**config.mk**
```make
export PLATFORM = sky130hd
export DESIGN_NAME = alu_nibble_sequencer
export DESIGN_NICKNAME = d
export VERILOG_FILES = /design/src/rtl/alu_nibble_sequencer.sv
export SDC_FILE = /design/constraint.sdc
export NUM_CORES = 1
export LEC_CHECK = 0
export CORE_UTILIZATION = 35
export DETAILED_ROUTE_END_ITERATION = 16
export PLACE_DENSITY = 0.66
export SYNTH_ARGS = -nofsm -noshare
export SYNTH_HDL_FRONTEND = slang
export SYNTH_SLANG_ARGS = --single-unit
```
**constraint.sdc**
```tcl
create_clock -name clk -period 1.74 [get_ports clk]
set_input_delay 0.261 -clock clk [delete_from_list [all_inputs] [get_ports clk]]
set_output_delay 0.261 -clock clk [all_outputs]
set_load 0.005 [all_outputs]
```
**src/rtl/alu_nibble_sequencer.sv**
```systemverilog
// Runs WIDTH-bit ALU operations through one external SLICE-bit combinational slice, least-significant
// slice first, chaining carry, serial shift bits and the unsigned compare result between passes.
module alu_nibble_sequencer #(
    parameter int WIDTH = 8,
    parameter int SLICE = 4
) (
    input  logic             clk,
    input  logic             rst,
    input  logic             in_valid,
    output logic             in_ready,
    input  logic [2:0]       in_op,
    input  logic [WIDTH-1:0] in_a,
    input  logic [WIDTH-1:0] in_b,
    output logic             out_valid,
    input  logic             out_ready,
    output logic [WIDTH-1:0] out_y,
    output logic             out_carry,
    output logic             out_lt,
    output logic             out_eq,
    output logic             out_gt,
    output logic [2:0]       slice_op,
    output logic [SLICE-1:0] slice_a,
    output logic [SLICE-1:0] slice_b,
    output logic             slice_cin,
    output logic             slice_sin,
    input  logic [SLICE-1:0] slice_y,
    input  logic             slice_cout,
    input  logic             slice_lt,
    input  logic             slice_eq,
    input  logic             slice_gt
);
    localparam int PASSES = WIDTH / SLICE;
    localparam int KW     = (PASSES > 1) ? $clog2(PASSES) : 1;
    localparam int SELW   = $clog2(WIDTH);
    localparam int EXTW   = $clog2(WIDTH + 1);
    localparam logic [KW-1:0] LAST_PASS = KW'(PASSES - 1);

    localparam logic [2:0] OP_ADD = 3'd0;
    localparam logic [2:0] OP_SUB = 3'd1;
    localparam logic [2:0] OP_SHL = 3'd6;
    localparam logic [2:0] OP_SHR = 3'd7;

    typedef enum logic [1:0] {IDLE, RUN, DONE} state_t;

    state_t           state;
    state_t           state_next;
    logic [KW-1:0]    k;
    logic [2:0]       op;
    logic [WIDTH-1:0] a;
    logic [WIDTH-1:0] b;
    logic [WIDTH-1:0] y;
    logic             carry;
    logic             lt;
    logic             eq;
    logic             gt;
    logic             accept;
    logic             last;
    logic             arith;
    logic [SELW-1:0]  lo;
    logic [EXTW-1:0]  shl_idx;
    logic [EXTW-1:0]  shr_idx;
    logic [WIDTH:0]   shl_src;
    logic [WIDTH:0]   shr_src;

    always_ff @(posedge clk) begin
        if (rst) state <= IDLE;
        else     state <= state_next;
    end

    always_comb begin
        state_next = state;
        in_ready   = 1'b0;
        out_valid  = 1'b0;
        case (state)
            IDLE: begin
                in_ready = 1'b1;
                if (in_valid) state_next = RUN;
            end
            RUN: begin
                if (last) state_next = DONE;
            end
            DONE: begin
                out_valid = 1'b1;
                if (out_ready) state_next = IDLE;
            end
            default: state_next = IDLE;
        endcase
    end

    assign accept = (state == IDLE) && in_valid;
    assign last   = (k == LAST_PASS);
    assign arith  = (op == OP_ADD) || (op == OP_SUB);

    // Shift sources padded with a zero so the first SHL pass and last SHR pass pick up a 0 serial bit.
    always_comb begin
        lo        = SELW'(int'(k) * SLICE);
        shl_idx   = EXTW'(int'(k) * SLICE);
        shr_idx   = EXTW'((int'(k) + 1) * SLICE);
        shl_src   = {a, 1'b0};
        shr_src   = {1'b0, a};
        slice_op  = '0;
        slice_a   = '0;
        slice_b   = '0;
        slice_cin = 1'b0;
        slice_sin = 1'b0;
        if (state == RUN) begin
            slice_op = op;
            slice_a  = a[lo +: SLICE];
            slice_b  = b[lo +: SLICE];
            if (k == '0) slice_cin = (op == OP_SUB);
            else         slice_cin = arith & carry;
            if (op == OP_SHL)      slice_sin = shl_src[shl_idx];
            else if (op == OP_SHR) slice_sin = shr_src[shr_idx];
        end
    end

    // A more significant differing slice overrides the compare result of the lower ones.
    always_ff @(posedge clk) begin
        if (rst) begin
            k     <= '0;
            op    <= '0;
            a     <= '0;
            b     <= '0;
            y     <= '0;
            carry <= 1'b0;
            lt    <= 1'b0;
            eq    <= 1'b0;
            gt    <= 1'b0;
        end else if (accept) begin
            k     <= '0;
            op    <= in_op;
            a     <= in_a;
            b     <= in_b;
            carry <= 1'b0;
            lt    <= 1'b0;
            eq    <= 1'b1;
            gt    <= 1'b0;
        end else if (state == RUN) begin
            y[lo +: SLICE] <= slice_y;
            if (arith)             carry <= slice_cout;
            else if (op == OP_SHL) carry <= a[WIDTH-1];
            else if (op == OP_SHR) carry <= a[0];
            else                   carry <= 1'b0;
            if (!slice_eq) begin
                lt <= slice_lt;
                eq <= 1'b0;
                gt <= slice_gt;
            end
            if (last) k <= '0;
            else      k <= k + KW'(1);
        end
    end

    assign out_y     = y;
    assign out_carry = carry;
    assign out_lt    = lt;
    assign out_eq    = eq;
    assign out_gt    = gt;

endmodule

```
=== Word level (Yosys, flattened, before mapping) ===
Index checks and enable logic that the tools add are counted.

* Register bits after elaboration: 34
* Bits of input ports: 31
* Word-level logic and storage cells: 67

* Add/sub/neg operators: 3
* $lt $le $gt $ge: 2
* Equality and inequality tests: 9
* Shift-type cells: 4
* Mux-type cells: 26
* Bitwise logic cells: 3
* Reduce and logical (&&, ||, !) cells: 10

{| class="wikitable"
|+ Operators with widths
! cell !! number
|-
| $mux 1 || 17
|-
| $shiftx 8x4->4 || 2
|-
| $bwmux 8 || 1
|-
| $mux 4 || 2
|-
| $shift 4x5->8 const A || 1
|-
| $shiftx 4x5->8 || 1
|-
| $eq 3x3->1 const B || 2
|-
| $mux 2 || 3
|-
| $ne 2x2->1 const B || 3
|-
| $pmux 2 s3 || 1
|-
| $reduce_and 2->1 || 3
|-
| $lt 3x5->1 const B || 1
|-
| $lt 4x5->1 const B || 1
|-
| $neg 3->5 || 1
|-
| $eq 3x1->1 const B || 1
|-
| $logic_not 3->1 || 1
|-
| $mux 3 || 1
|-
| $reduce_and 3->1 || 1
|-
| $add 1x1->2 const B || 1
|-
| $bmux 1 s2 || 1
|-
| $eq 2x1->1 const B || 1
|-
| $eq 2x2->1 const B || 1
|-
| $logic_not 2->1 || 1
|-
| $ne 2x1->1 const B || 1
|-
| 7 further kinds || 8
|}

=== Longest topological paths before layout ===
Gate-level depths: netlist of the first run.

* Word-level depth: 6
* Mapped depth: 5
* Gate-level depth less buffers: 3

=== Worst setup path before layout of the first run ===
No wires, ideal clock.

* Path kind: reg2out
* From: reg state[1]
* To: out slice_cin
* Arrival: 1.101 ns
* Setup slack: 0.378 ns
* Stages on the path, launching flop included: 5
* Path through: dfxtp_1 buf_6 nand2b_1 clkbuf_1 nor4_1

* Longest elaborated chain between the ends: 2

{| class="wikitable"
|+ RTL lines
! what !! RTL line !! RTL
|-
| start, declared || 45 || <nowiki>state_t state;</nowiki>
|-
| start signal, assigned || 67 || <nowiki>else state <= state_next;</nowiki>
|-
| $eq 2x1->1 || 106 || <nowiki>if (state == RUN) begin</nowiki>
|-
| $mux 1 || 106 ||
|-
| end, declared || 24 || <nowiki>output logic slice_cin,</nowiki>
|}

No other way between the ends.

=== Worst setup path in the final report of the first run ===
* From: reg k
* To: out slice_b[2]

* Longest elaborated chain between the ends: 2

{| class="wikitable"
|+ RTL lines
! what !! RTL line !! RTL
|-
| start, declared || 47 || <nowiki>logic [KW-1:0] k;</nowiki>
|-
| start signal, assigned || 150 || <nowiki>else k <= k + KW'(1);</nowiki>
|-
| $shiftx 8x4->4 || 109 || <nowiki>slice_b = b[lo +: SLICE];</nowiki>
|-
| $mux 4 || 106 ||
|-
| end, declared || 23 || <nowiki>output logic [SLICE-1:0] slice_b,</nowiki>
|}

No other way between the ends.

==> results of run 1 <==
-- path summary, 6_finish.rpt --
check	endpoint	slack [ps]
setup / recovery	slice_b[2]	120
hold / removal	out_y[4]	470
setup reg to reg	out_y[3]	290
hold reg to reg	out_y[4]	470
-- cell families after synthesis --
| kind of cell | count (synthesis) |
|---|---|
| xor+xnor | 1 |
| compound gates | 19 |
| flops | 34 |
| mux | 31 |
| simple gates | 63 |
| buf+inv | 13 |
-- repair_timing --
action                                  CTS  global route
endpoints found under the setup margin   15             1
gates resized for setup                  26             3
buffers inserted                          1             0
-- cell type report --
cell class	count	area (µm²)	area share, %
tap	50	62.6	2.79
clock buffer	7	86.3	3.85
timing repair buffer	67	654	29.2
clock inverter	1	5.00	0.223
sequential	34	689	30.7
multi-input combinational	114	742	33.1
inverter	1	3.75	0.167
-- critical path, delay by kind of cell, from the launching register on --
family                 cells  cell delay, ps
flip-flops                 1             390
AND/OR/NAND/NOR            1              50
multiplexers               1             230
buffers and inverters      2             410
-- per-layer routing --
metal | routed length [µm] | vias up | track usage, % | part of all wire, %
met5 | 0 | - | 0 | 0
li1 | - | 666 | - | -
met4 | 33 | 0 | 4.79 | 0.92
met2 | 1800 | 46 | 31.6 | 50
met1 | 1500 | 626 | 17.7 | 42
met3 | 240 | 4 | 7.02 | 6.7
-- synthesized netlist by cell type, types with 3 or more instances --
master and n:
dfxtp_1 34, nor2_1 31, mux2i_1 30, a21oi_1 11, nand2_1 10, o21ai_0 7
clkbuf_1 5, nand3_1 5, and2_1 3, buf_6 3, nor3_1 3
-- through the flow --
stage          setup slack (ps)  cell area [µm²]  cells
3_3_place_gp                126             2120    265
5_1_grt                    43.3             2240    274
4_1_cts                    2.91             2240    274
2_1_floorplan               378             1480    161
3_5_place_dp               72.1             2120    265
6_report                    122             2240    274
-- report_power, final --
group | internal (mW) | switching (mW)
registers | 0.827 | 0.0365
logic | 0.208 | 0.147
clock network | 0.319 | 0.270
total | 1.35 | 0.453
-- registers in the layout (all words and copies together) (netlist names) --
name / flops
out_carry: 1
op: 3
out_eq: 1
out_lt: 1
k: 1
out_gt: 1
out_y: 8
state: 2
a: 8
b: 8
==> qor.log, run 1 <==
qor: placed_design.place.detailed.hpwl 2580 µm
qor: floorplan.design.die.area 4480 µm²
qor: finish.number_of_nets_at_the_end_of_the_flow 254
qor: synthesis.ys_seq_elements 34
qor: synthesis.netlist.area_leader.share 46.1%
qor: power_and_ir_drop.cellLeakagePower 0.918 nW
qor: routing.firstDrtPassIters 4
qor: floorplan.die_height 66.9 µm
qor: clock_network.clock_tree.root_cell clkbuf_8
qor: synthesis.synthCells 161
qor: sta.hold_viol_final 0
qor: synthesis.synth-edff-count 0
qor: routing.drt_drc_violations_left 0
qor: synthesis.synth-warning-count 0
qor: routing.drt-total-wl 3580 µm
qor: finish.post-route-util 55.7%
qor: synthesis.yosys.area_share.simple 20.4%
qor: finish.final_cell_mix 42 x clkdlybuf4s50_1, 31 x dfxtp_1, 29 x mux2i_1, 29 x nor2_1, 14 x dlygate4sd2_1
qor: clock_network.clockBufferDepth 2
qor: power_and_ir_drop.finalPower 1.81 mW
qor: sta.setup-tns-final 0 ps
qor: sta.max-slew-margin-rel 55.1%
qor: routing.post_drt_wl_per_cell 13.1 µm
qor: sta.fin_worst_skew 4.00 ps
qor: grt.grt_remaining_overflow 0
qor: synthesis.synthesis.area_per_instance 9.16 µm²
qor: critical_path.setup.worst_path.end_class output pin
qor: outcome.run_status complete, no violations
qor: synthesis.synth.area.top_cells dfxtp_1 46%, mux2i_1 20%, nor2_1 7.9%
qor: synthesis.yosysSeqAreaShare 46.1%
qor: floorplan.design.core.area 4030 µm²
qor: synthesis.synthAdderAreaFrac 0%
qor: synthesis.synth-xor-area-share 0.594%
qor: grt.first_global_vias 1305
qor: grt.largest_net_degree_at_the_start_of_global_routing 35
qor: hold_path.hold-path-cell-count 2
qor: critical_path.rr_startpoint k
qor: finish.layout-area-overhead-vs-synth 52.1%
qor: finish.nFillCells 386
qor: hold_path.min_from out_y[4]
qor: synthesis.synth_compound_gate_area_share 6.70%
qor: routing.drt-initial-drc-count 33
qor: sta.period_needed 1620 ps
qor: floorplan.floorplan.die.width 66.9 µm
qor: clock_network.tritoncts_num_sinks 34
qor: grt.track_usage 17.2%
qor: critical_path.slowest_stage dfxtp_4
qor: grt.antenna_found_initial 0
qor: synthesis.synth_nets 192
qor: routing.vias_per_cell 4.90
qor: sta.max_freq 618 MHz
qor: job.timing.max_cap.violations 0
qor: synthesis.combinational_family_with_the_most_area_after_synthesis multiplexers
qor: clock_network.clock_tree_from_tritoncts built
qor: synthesis.synth_top_flop_cell dfxtp_1
qor: synthesis.synth_async_sr_flop_share 0%
qor: critical_path.timing.critical_path.slowest_cell_delay 390 ps
qor: clock_network.ctsHtreeMaxLevel 2
qor: power_and_ir_drop.power_per_cell_area 805 nW/µm²
qor: sta.finalCritPeriodShare 93.0%
qor: sta.slew_violations 0
qor: sta.worst_slew_pin_slew 672 ps
qor: critical_path.worst_setup_path_start_kind flip-flop
qor: critical_path.r2r_cells 4
qor: routing.final_antenna_net_count 0
qor: power_and_ir_drop.peakVddDrop 0.515 mV
qor: clock_network.clock_slew_at_the_register_clock_pins_of_the_worst_setup_and_hold_paths 70 ps
qor: critical_path.critical_path_arrival 1360 ps
qor: critical_path.worstSetupStartpoint k
qor: placed_design.gp_routability_congestion 0.749
qor: synthesis.synthMuxAreaShare 21.1%
qor: critical_path.critical_path.max_fanout 6
qor: critical_path.critPathKind flip-flop to output pin
qor: finish.diodes 0
qor: floorplan.num_rows 23
qor: critical_path.timing.critical_path.cells buf_6 > mux2i_2 > nor2_2 > dlygate4sd2_1
qor: sta.grt_setup_unrepaired false
qor: floorplan.top_level_ports 58
qor: sta.setup-violations-final 0
qor: synthesis.syn_area 1480 µm²
qor: synthesis.synth_cell_type_count 26
qor: sta.timing.hold.ws 469 ps
qor: synthesis.synth_area_leader_cell dfxtp_1
qor: hold_path.hold_path.class flip-flop to flip-flop
qor: clock_network.clock_latency_reported_for_the_late_side_of_the_worst_skew_pair 280 ps
qor: critical_path.crit_required 1480 ps
qor: clock_network.cts_hold_bufs 0
qor: placed_design.numPortBuffers 57
qor: routing.vias 1342
qor: clock_network.numCtsBuffers 5
qor: finish.final_common_cell clkdlybuf4s50_1
qor: floorplan.initial_utilization 36.6%
qor: finish.share_of_post_route_cells_with_drive_strength_above_1 12.1%
qor: grt.wire_length_of_the_first_global_routing_pass 5660 µm
Note: power is estimated with default switching activity, not from simulation.
==> inputs of run 2 (changes only) <==
--- a/config.mk
+++ b/config.mk
@@ -5,7 +5,9 @@
 export SDC_FILE = /design/constraint.sdc
 export NUM_CORES = 1
 export LEC_CHECK = 0
+export ABC_CLOCK_PERIOD_IN_PS = 1740
 export CORE_UTILIZATION = 35
+export CTS_CLUSTER_DIAMETER = 30
 export DETAILED_ROUTE_END_ITERATION = 16
 export PLACE_DENSITY = 0.66
 export SYNTH_ARGS = -nofsm -noshare
==> constraint.sdc (replaced) <==
create_clock -name clk -period 1.74 [get_ports clk]
set_input_delay 0.348 -clock clk [delete_from_list [all_inputs] [get_ports clk]]
set_output_delay 0.348 -clock clk [all_outputs]
set_load 0.005 [all_outputs]
==> run 2 against run 1 <==
Compared with the run above: clock power barely moved; worst setup slack got worse by 63 ps; maximum frequency fell by 3.8%; non-clock buffer count rose by 4; highest routed layer unchanged; clock skew barely moved; final cell count rose by 1.5%; first-iteration DRC count rose by 73%; global-route usage rose by 0.58 points; critical path depth did not move; routed wire length rose by 1.3%.
==> qor.log, run 2 (synthesized netlist as in run 1, its figures left out) <==
qor: hold_path.hold-path-cell-count 2 [unchanged]
qor: grt.first_global_vias 1324 [was 1305]
qor: clock_network.ctsHtreeMaxLevel 2 [unchanged]
qor: finish.layout-area-overhead-vs-synth 55.2% [was 52.1%]
qor: job.timing.max_cap.violations 0 [unchanged]
qor: hold_path.endpoint_of_the_worst_hold_path out_y[7] [was out_y[4]]
qor: routing.drt_drc_violations_left 0 [unchanged]
qor: sta.setup-tns-final 0 ps [unchanged]
qor: power_and_ir_drop.power.clock.fraction 32.3% [was 32.6%]
qor: power_and_ir_drop.power.share.switching 25.1% [about the same]
qor: placed_design.place.detailed.hpwl 2620 µm [was 2580 µm]
qor: critical_path.setup.worst_path.end_class output pin [unchanged]
qor: critical_path.rr_startpoint k [unchanged]
qor: finish.final_cell_mix 42 x clkdlybuf4s50_1, 31 x dfxtp_1, 29 x mux2i_1 [was 42 x clkdlybuf4s50_1, 31 x dfxtp_1, 29 x mux2i_1, 29 x nor2_1, 14 x dlygate4sd2_1]
qor: power_and_ir_drop.p_int 1.37 mW [was 1.35 mW]
qor: floorplan.floorplan.die.width 66.9 µm [unchanged]
qor: finish.post-route-util 56.8% [was 55.7%]
qor: critical_path.critPathKind flip-flop to output pin [unchanged]
qor: clock_network.clock_latency_reported_for_the_late_side_of_the_worst_skew_pair 280 ps [about the same]
qor: floorplan.initial_utilization 36.6% [unchanged]
qor: grt.grt_remaining_overflow 0 [unchanged]
qor: placed_design.detailed_place.area 2150 µm² [was 2120 µm²]
qor: finish.diodes 0 [unchanged]
qor: floorplan.die_height 66.9 µm [unchanged]
qor: critical_path.worst_r2r_setup_slack 290 ps [about the same]
qor: power_and_ir_drop.comb_power_share 20.1% [was 19.6%]
qor: finish.nFillCells 367 [was 386]
qor: power_and_ir_drop.power_per_cell_area 796 nW/µm² [was 805 nW/µm²]
qor: clock_network.numCtsBuffers 5 [unchanged]
qor: routing.vias 1343 [was 1342]
qor: routing.final_antenna_net_count 0 [unchanged]
qor: sta.setup-violations-final 0 [unchanged]
qor: grt.wire_length_of_the_first_global_routing_pass 5820 µm [was 5660 µm]
qor: grt.largest_net_degree_at_the_start_of_global_routing 35 [unchanged]
qor: clock_network.clock_tree_from_tritoncts built [unchanged]
qor: critical_path.r2r-end out_y[0] [was out_y[3]]
qor: sta.slew_violations 0 [unchanged]
qor: sta.hold_viol_final 0 [unchanged]
qor: floorplan.num_rows 23 [unchanged]
qor: power_and_ir_drop.net-switching-power 0.457 mW [was 0.453 mW]
qor: routing.drt-initial-drc-count 57 [was 33]
qor: clock_network.clock_tree.root_cell clkbuf_8 [unchanged]
qor: sta.timing.hold.ws 455 ps [was 469 ps]
qor: placed_design.gp_routability_congestion 0.765 [was 0.749]
qor: critical_path.crit_required 1390 ps [was 1480 ps]
qor: sta.max-slew-margin-rel 56.0% [was 55.1%]
qor: critical_path.critical_path.max_fanout 6 [unchanged]
qor: critical_path.critical_path_arrival 1330 ps [was 1360 ps]
qor: clock_network.tritoncts_num_sinks 34 [unchanged]
qor: finish.number_of_nets_at_the_end_of_the_flow 258 [was 254]
qor: power_and_ir_drop.cellLeakagePower 0.927 nW [was 0.918 nW]
qor: placed_design.placedCellCount 269 [was 265]
qor: grt.antenna_found_initial 0 [unchanged]
qor: critical_path.slowest_stage dfxtp_4 [unchanged]
qor: grt.track_usage 17.8% [was 17.2%]
qor: sta.worst_slew_pin_slew 658 ps [was 672 ps]
qor: clock_network.clock_slew_at_the_register_clock_pins_of_the_worst_setup_and_hold_paths 70 ps [about the same]
qor: routing.drt-total-wl 3620 µm [was 3580 µm]
qor: sta.fin_worst_skew 4.18 ps [was 4.00 ps]
qor: finish.share_of_post_route_cells_with_drive_strength_above_1 14.9% [was 12.1%]
qor: floorplan.design.core.area 4030 µm² [unchanged]
qor: sta.finalCritPeriodShare 96.6% [was 93.0%]
qor: finish.layout.cell_area.non_filler 2290 µm² [was 2240 µm²]
qor: floorplan.top_level_ports 58 [unchanged]
qor: hold_path.min_from out_y[7] [was out_y[4]]
qor: power_and_ir_drop.peakVddDrop 0.502 mV [was 0.515 mV]
qor: critical_path.timing.critical_path.buf_inv 2 [unchanged]
qor: outcome.run_status complete, no violations [unchanged]
qor: critical_path.timing.critical_path.cells buf_8 > mux2i_4 > nor2_2 > dlygate4sd2_1 [was buf_6 > mux2i_2 > nor2_2 > dlygate4sd2_1]
qor: sta.period_needed 1680 ps [was 1620 ps]
qor: critical_path.worst_setup_path_start_kind flip-flop [unchanged]
qor: finish.layout.cells.non_filler 278 [was 274]
qor: critical_path.timing.critical_path.slowest_cell_delay 390 ps [about the same]
qor: finish.final_common_cell clkdlybuf4s50_1 [unchanged]
qor: critical_path.family_with_the_most_delay_on_the_worst_path flip-flops [was buffers and inverters]
qor: hold_path.hold_path.class flip-flop to flip-flop [unchanged]
qor: power_and_ir_drop.share_seq_of_total_power 47.6% [was 47.8%]
qor: routing.vias_per_cell 4.83 [was 4.90]
qor: sta.max_freq 595 MHz [was 618 MHz]
qor: clock_network.clockBufferDepth 2 [unchanged]
qor: floorplan.design.die.area 4480 µm² [unchanged]
qor: critical_path.r2r_cells 4 [unchanged]
qor: placed_design.numPortBuffers 57 [unchanged]
qor: sta.grt_setup_unrepaired true [was false]
qor: routing.firstDrtPassIters 4 [unchanged]
qor: routing.post_drt_wl_per_cell 13.0 µm [was 13.1 µm]
run 2: timing repair:
action | in CTS | in global routing
resized for setup | 29 | 6
endpoints found under the setup margin | 15 | 6
hold buffers | 0 | 0
setup buffers | 1 | 0
pin swaps | 0 | 0
hold endpoints to repair | 0 | 0
run 2: worst register-to-register path, delay by kind of cell (launching register included):
family | cells | cell delay (ps)
AOI/OAI and AO/OA | 1 | 140
buffers and inverters | 1 | 180
DFF | 1 | 370
and+or+nand+nor | 2 | 710
run 2: per-stage QoR:
stage                     setup WS (ps)  total power, mW
after global routing              -5.05             1.92
after floorplan                     291             1.05
after detailed placement           27.1             1.24
final                              58.9             1.82
after global placement             35.9             1.22
after CTS                          12.4             1.85
run 2: worst max-delay path by stage:
stage                   from    endpoint  slack [ps]  depth (start not counted)
finish                     k  slice_b[1]          60                          4
global route               k  slice_a[0]          -5                          4
CTS                        k  slice_b[1]          10                          4
detailed placement         k  slice_a[0]          30                          4
global placement           k   slice_sin          40                          4
floorplan           state[1]   slice_cin         290                          4
run 2: cell type report:
cell class / count / area (µm²) / share of cell area, %
Clock buffer: 7 / 86.3 / 3.77
Clock inverter: 1 / 5.00 / 0.219
Inverter: 1 / 3.75 / 0.164
Multi-Input combinational cell: 114 / 757 / 33.1
Sequential cell: 34 / 689 / 30.1
Tap cell: 50 / 62.6 / 2.73
Timing Repair Buffer: 71 / 686 / 29.9
run 2: routing by layer:
layer | global-route usage [%] | wire length, µm | up-vias
met5 | 0 | 0 | -
met4 | 4.79 | 27 | 0
met3 | 6.51 | 276 | 2
met2 | 32.2 | 1820 | 49
met1 | 19.1 | 1500 | 616
li1 | - | - | 676
run 2: power by group through the flow:
stage                     Combinational, mW  Sequential (mW)  Clock, mW
after floorplan                       0.186            0.869          0
after global placement                0.347            0.877          0
after detailed placement              0.355            0.880          0
final                                 0.367            0.867      0.589
after global routing                  0.401            0.872      0.649
after CTS                             0.365            0.864      0.617
==> inputs of run 3 (changes only) <==
--- a/config.mk
+++ b/config.mk
@@ -9,6 +9,7 @@
 export CORE_UTILIZATION = 35
 export CTS_CLUSTER_DIAMETER = 30
 export DETAILED_ROUTE_END_ITERATION = 16
+export GPL_TIMING_DRIVEN = 0
 export PLACE_DENSITY = 0.66
 export SYNTH_ARGS = -nofsm -noshare
 export SYNTH_HDL_FRONTEND = slang
==> run 3 against run 2 <==
Compared with the run above: critical path depth grew 1; clock power shrank 9.3%; core utilization shrank 0.68 points; die area is the same; register-to-register slack lost 100 ps; clock skew shrank 0.71 ps; sequential cell count is the same; largest power group unchanged.
==> qor.log, run 3 (synthesized netlist as in run 1, its figures left out) <==
qor: power_and_ir_drop.peakVddDrop 0.439 mV [was 0.502 mV]
qor: critical_path.worst_r2r_setup_slack 190 ps [was 290 ps]
qor: job.timing.max_cap.violations 0 [unchanged]
qor: critical_path.crit_required 1390 ps [about the same]
qor: critical_path.setup.worst_path.end slice_sin [was slice_b[1]]
qor: routing.post_drt_wl_per_cell 12.7 µm [was 13.0 µm]
qor: critical_path.worst_setup_path_start_kind flip-flop [unchanged]
qor: finish.final-seq-area 689 µm² [unchanged]
qor: grt.grt_remaining_overflow 0 [unchanged]
qor: sta.slew_violations 0 [unchanged]
qor: finish.nFillCells 414 [was 367]
qor: finish.layout-area-overhead-vs-synth 53.4% [was 55.2%]
qor: finish.multiInputGateArea 761 µm² [was 757 µm²]
qor: floorplan.initial_utilization 36.6% [unchanged]
qor: clock_network.clockBufferDepth 2 [unchanged]
qor: critical_path.setup.worst_path.end_class output pin [unchanged]
qor: finish.final_common_cell clkdlybuf4s50_1 [unchanged]
qor: floorplan.num_rows 23 [unchanged]
qor: power_and_ir_drop.cellLeakagePower 0.890 nW [was 0.927 nW]
qor: clock_network.tritoncts_num_sinks 34 [unchanged]
qor: placed_design.detailedPlace.worstSlack -465 ps [was 27.1 ps]
qor: sta.fin_worst_skew 3.47 ps [was 4.18 ps]
qor: critical_path.critPathKind flip-flop to output pin [unchanged]
qor: floorplan.design.die.area 4480 µm² [unchanged]
qor: critical_path.critical_path_arrival 1330 ps [about the same]
qor: critical_path.r2r-end b[2] [was out_y[0]]
qor: clock_network.clock_tree.root_cell clkbuf_8 [unchanged]
qor: clock_network.clock_slew_at_the_register_clock_pins_of_the_worst_setup_and_hold_paths 60 ps [was 70 ps]
qor: critical_path.critical_path.max_fanout 5 [was 6]
qor: grt.first_global_vias 1297 [was 1324]
qor: sta.hold_viol_final 0 [unchanged]
qor: sta.worst_slew_pin_slew 578 ps [was 658 ps]
qor: floorplan.design.core.area 4030 µm² [unchanged]
qor: finish.post-route-util 56.1% [was 56.8%]
qor: grt.grt_use_met1 20.2% [was 19.1%]
qor: sta.finalCritPeriodShare 96.4% [was 96.6%]
qor: routing.drt-initial-drc-count 36 [was 57]
qor: power_and_ir_drop.power_per_cell_area 780 nW/µm² [was 796 nW/µm²]
qor: grt.wire_length_of_the_first_global_routing_pass 5900 µm [was 5820 µm]
qor: sta.final.setup.worst_slack 62.0 ps [was 58.9 ps]
qor: routing.drt_drc_violations_left 0 [unchanged]
qor: clock_network.clock_tree_from_tritoncts built [unchanged]
qor: floorplan.top_level_ports 58 [unchanged]
qor: sta.timing.hold.ws 447 ps [was 455 ps]
qor: grt.groute.layer.met3.usage 7.36% [was 6.51%]
qor: critical_path.rr_startpoint state[1] [was k]
qor: grt.largest_net_degree_at_the_start_of_global_routing 11 [was 35]
qor: grt.antenna_found_initial 0 [unchanged]
qor: finish.share_of_post_route_cells_with_drive_strength_above_1 14.8% [was 14.9%]
qor: finish.final_cell_mix 41 x clkdlybuf4s50_1, 31 x dfxtp_1, 29 x mux2i_1, 29 x nor2_1, 11 x a21oi_1 [was 42 x clkdlybuf4s50_1, 31 x dfxtp_1, 29 x mux2i_1]
qor: critical_path.worstSetupStartpoint state[0] [was k]
qor: sta.period_needed 1680 ps [about the same]
qor: routing.firstDrtPassIters 4 [unchanged]
qor: finish.layout.cell_area.non_filler 2260 µm² [was 2290 µm²]
qor: sta.grt_setup_unrepaired false [was true]
qor: routing.vias 1340 [was 1343]
qor: grt.gr-usage-met2 30.2% [was 32.2%]
qor: routing.drt-total-wl 3550 µm [was 3620 µm]
qor: floorplan.floorplan.die.width 66.9 µm [unchanged]
qor: sta.max-slew-margin-rel 61.4% [was 56.0%]
qor: finish.number_of_nets_at_the_end_of_the_flow 260 [was 258]
qor: placed_design.place.detailed.hpwl 2480 µm [was 2620 µm]
qor: sta.max_freq 596 MHz [was 595 MHz]
qor: grt.grt-busiest-layer met2 [unchanged]
qor: clock_network.numCtsBuffers 5 [unchanged]
qor: grt.track_usage 18.0% [was 17.8%]
qor: clock_network.clock_latency_reported_for_the_late_side_of_the_worst_skew_pair 280 ps [about the same]
qor: routing.final_antenna_net_count 0 [unchanged]
qor: floorplan.die_height 66.9 µm [unchanged]
qor: sta.setup-violations-final 0 [unchanged]
qor: finish.diodes 0 [unchanged]
qor: placed_design.numPortBuffers 56 [was 57]
qor: clock_network.ctsHtreeMaxLevel 2 [unchanged]
qor: placed_design.detailed_place.area 2100 µm² [was 2150 µm²]
qor: critical_path.r2r_cells 6 [was 4]
qor: placed_design.gp_routability_congestion 0.703 [was 0.765]
qor: outcome.run_status complete, no violations [unchanged]
qor: routing.vias_per_cell 4.80 [was 4.83]
qor: hold_path.hold_path.class input pin to flip-flop [was flip-flop to flip-flop]
-- run 3: per-stage QoR --
stage,std cells,TNS (ps),power (mW)
after floorplan,161,0,1.05
after global placement,267,-5100,1.21
after detailed placement,267,-4920,1.22
after CTS,279,-44.9,1.80
after global routing,279,0,1.87
final,279,0,1.77
-- run 3: report_power, final --
part	total (mW)	internal, mW	switching [mW]	leakage [nW]
registers	0.867	0.828	0.0392	0.280
logic	0.363	0.213	0.151	0.571
clock network	0.534	0.275	0.259	0.0383
total	1.77	1.32	0.449	0.890
-- run 3: layer usage --
metal,up-vias,part of all wire [%]
met5,-,0
met4,0,1.7
met3,9,7.6
met2,47,47
met1,602,43
li1,682,-
-- run 3: timing repair --
action                                  in CTS  in global routing
buffers inserted                             5                  2
gates cloned                                 0                  0
resized for setup                           49                 11
endpoints found under the setup margin      15                 13
hold buffers                                 0                  0
pin swaps                                    0                  1
-- run 3: worst min-delay path by stage --
stage,end,cells past startpoint,start
after global placement,out_y[7],2,out_y[7]
after global routing,out_y[7],2,out_y[7]
after floorplan,out_y[4],2,out_y[4]
after detailed placement,out_y[6],2,out_y[6]
after CTS,out_carry,2,rst
final,k,2,rst
-- run 3: layout make-up --
type                            instances  share of cell area (%)
Inverter                                1                   0.166
Timing Repair Buffer                   63                    25.9
Buffer                                 10                    3.65
Clock buffer                            7                    3.37
Sequential cell                        34                    30.5
Tap cell                               50                    2.77
Multi-Input combinational cell        114                    33.6
-- run 3: worst max-delay path: stages, from the launching register on --
cell and delay, ps:
dfxtp_4 370, nor2b_4 130, buf_4 140, and2_4 150, and3_1 150, buf_2 120
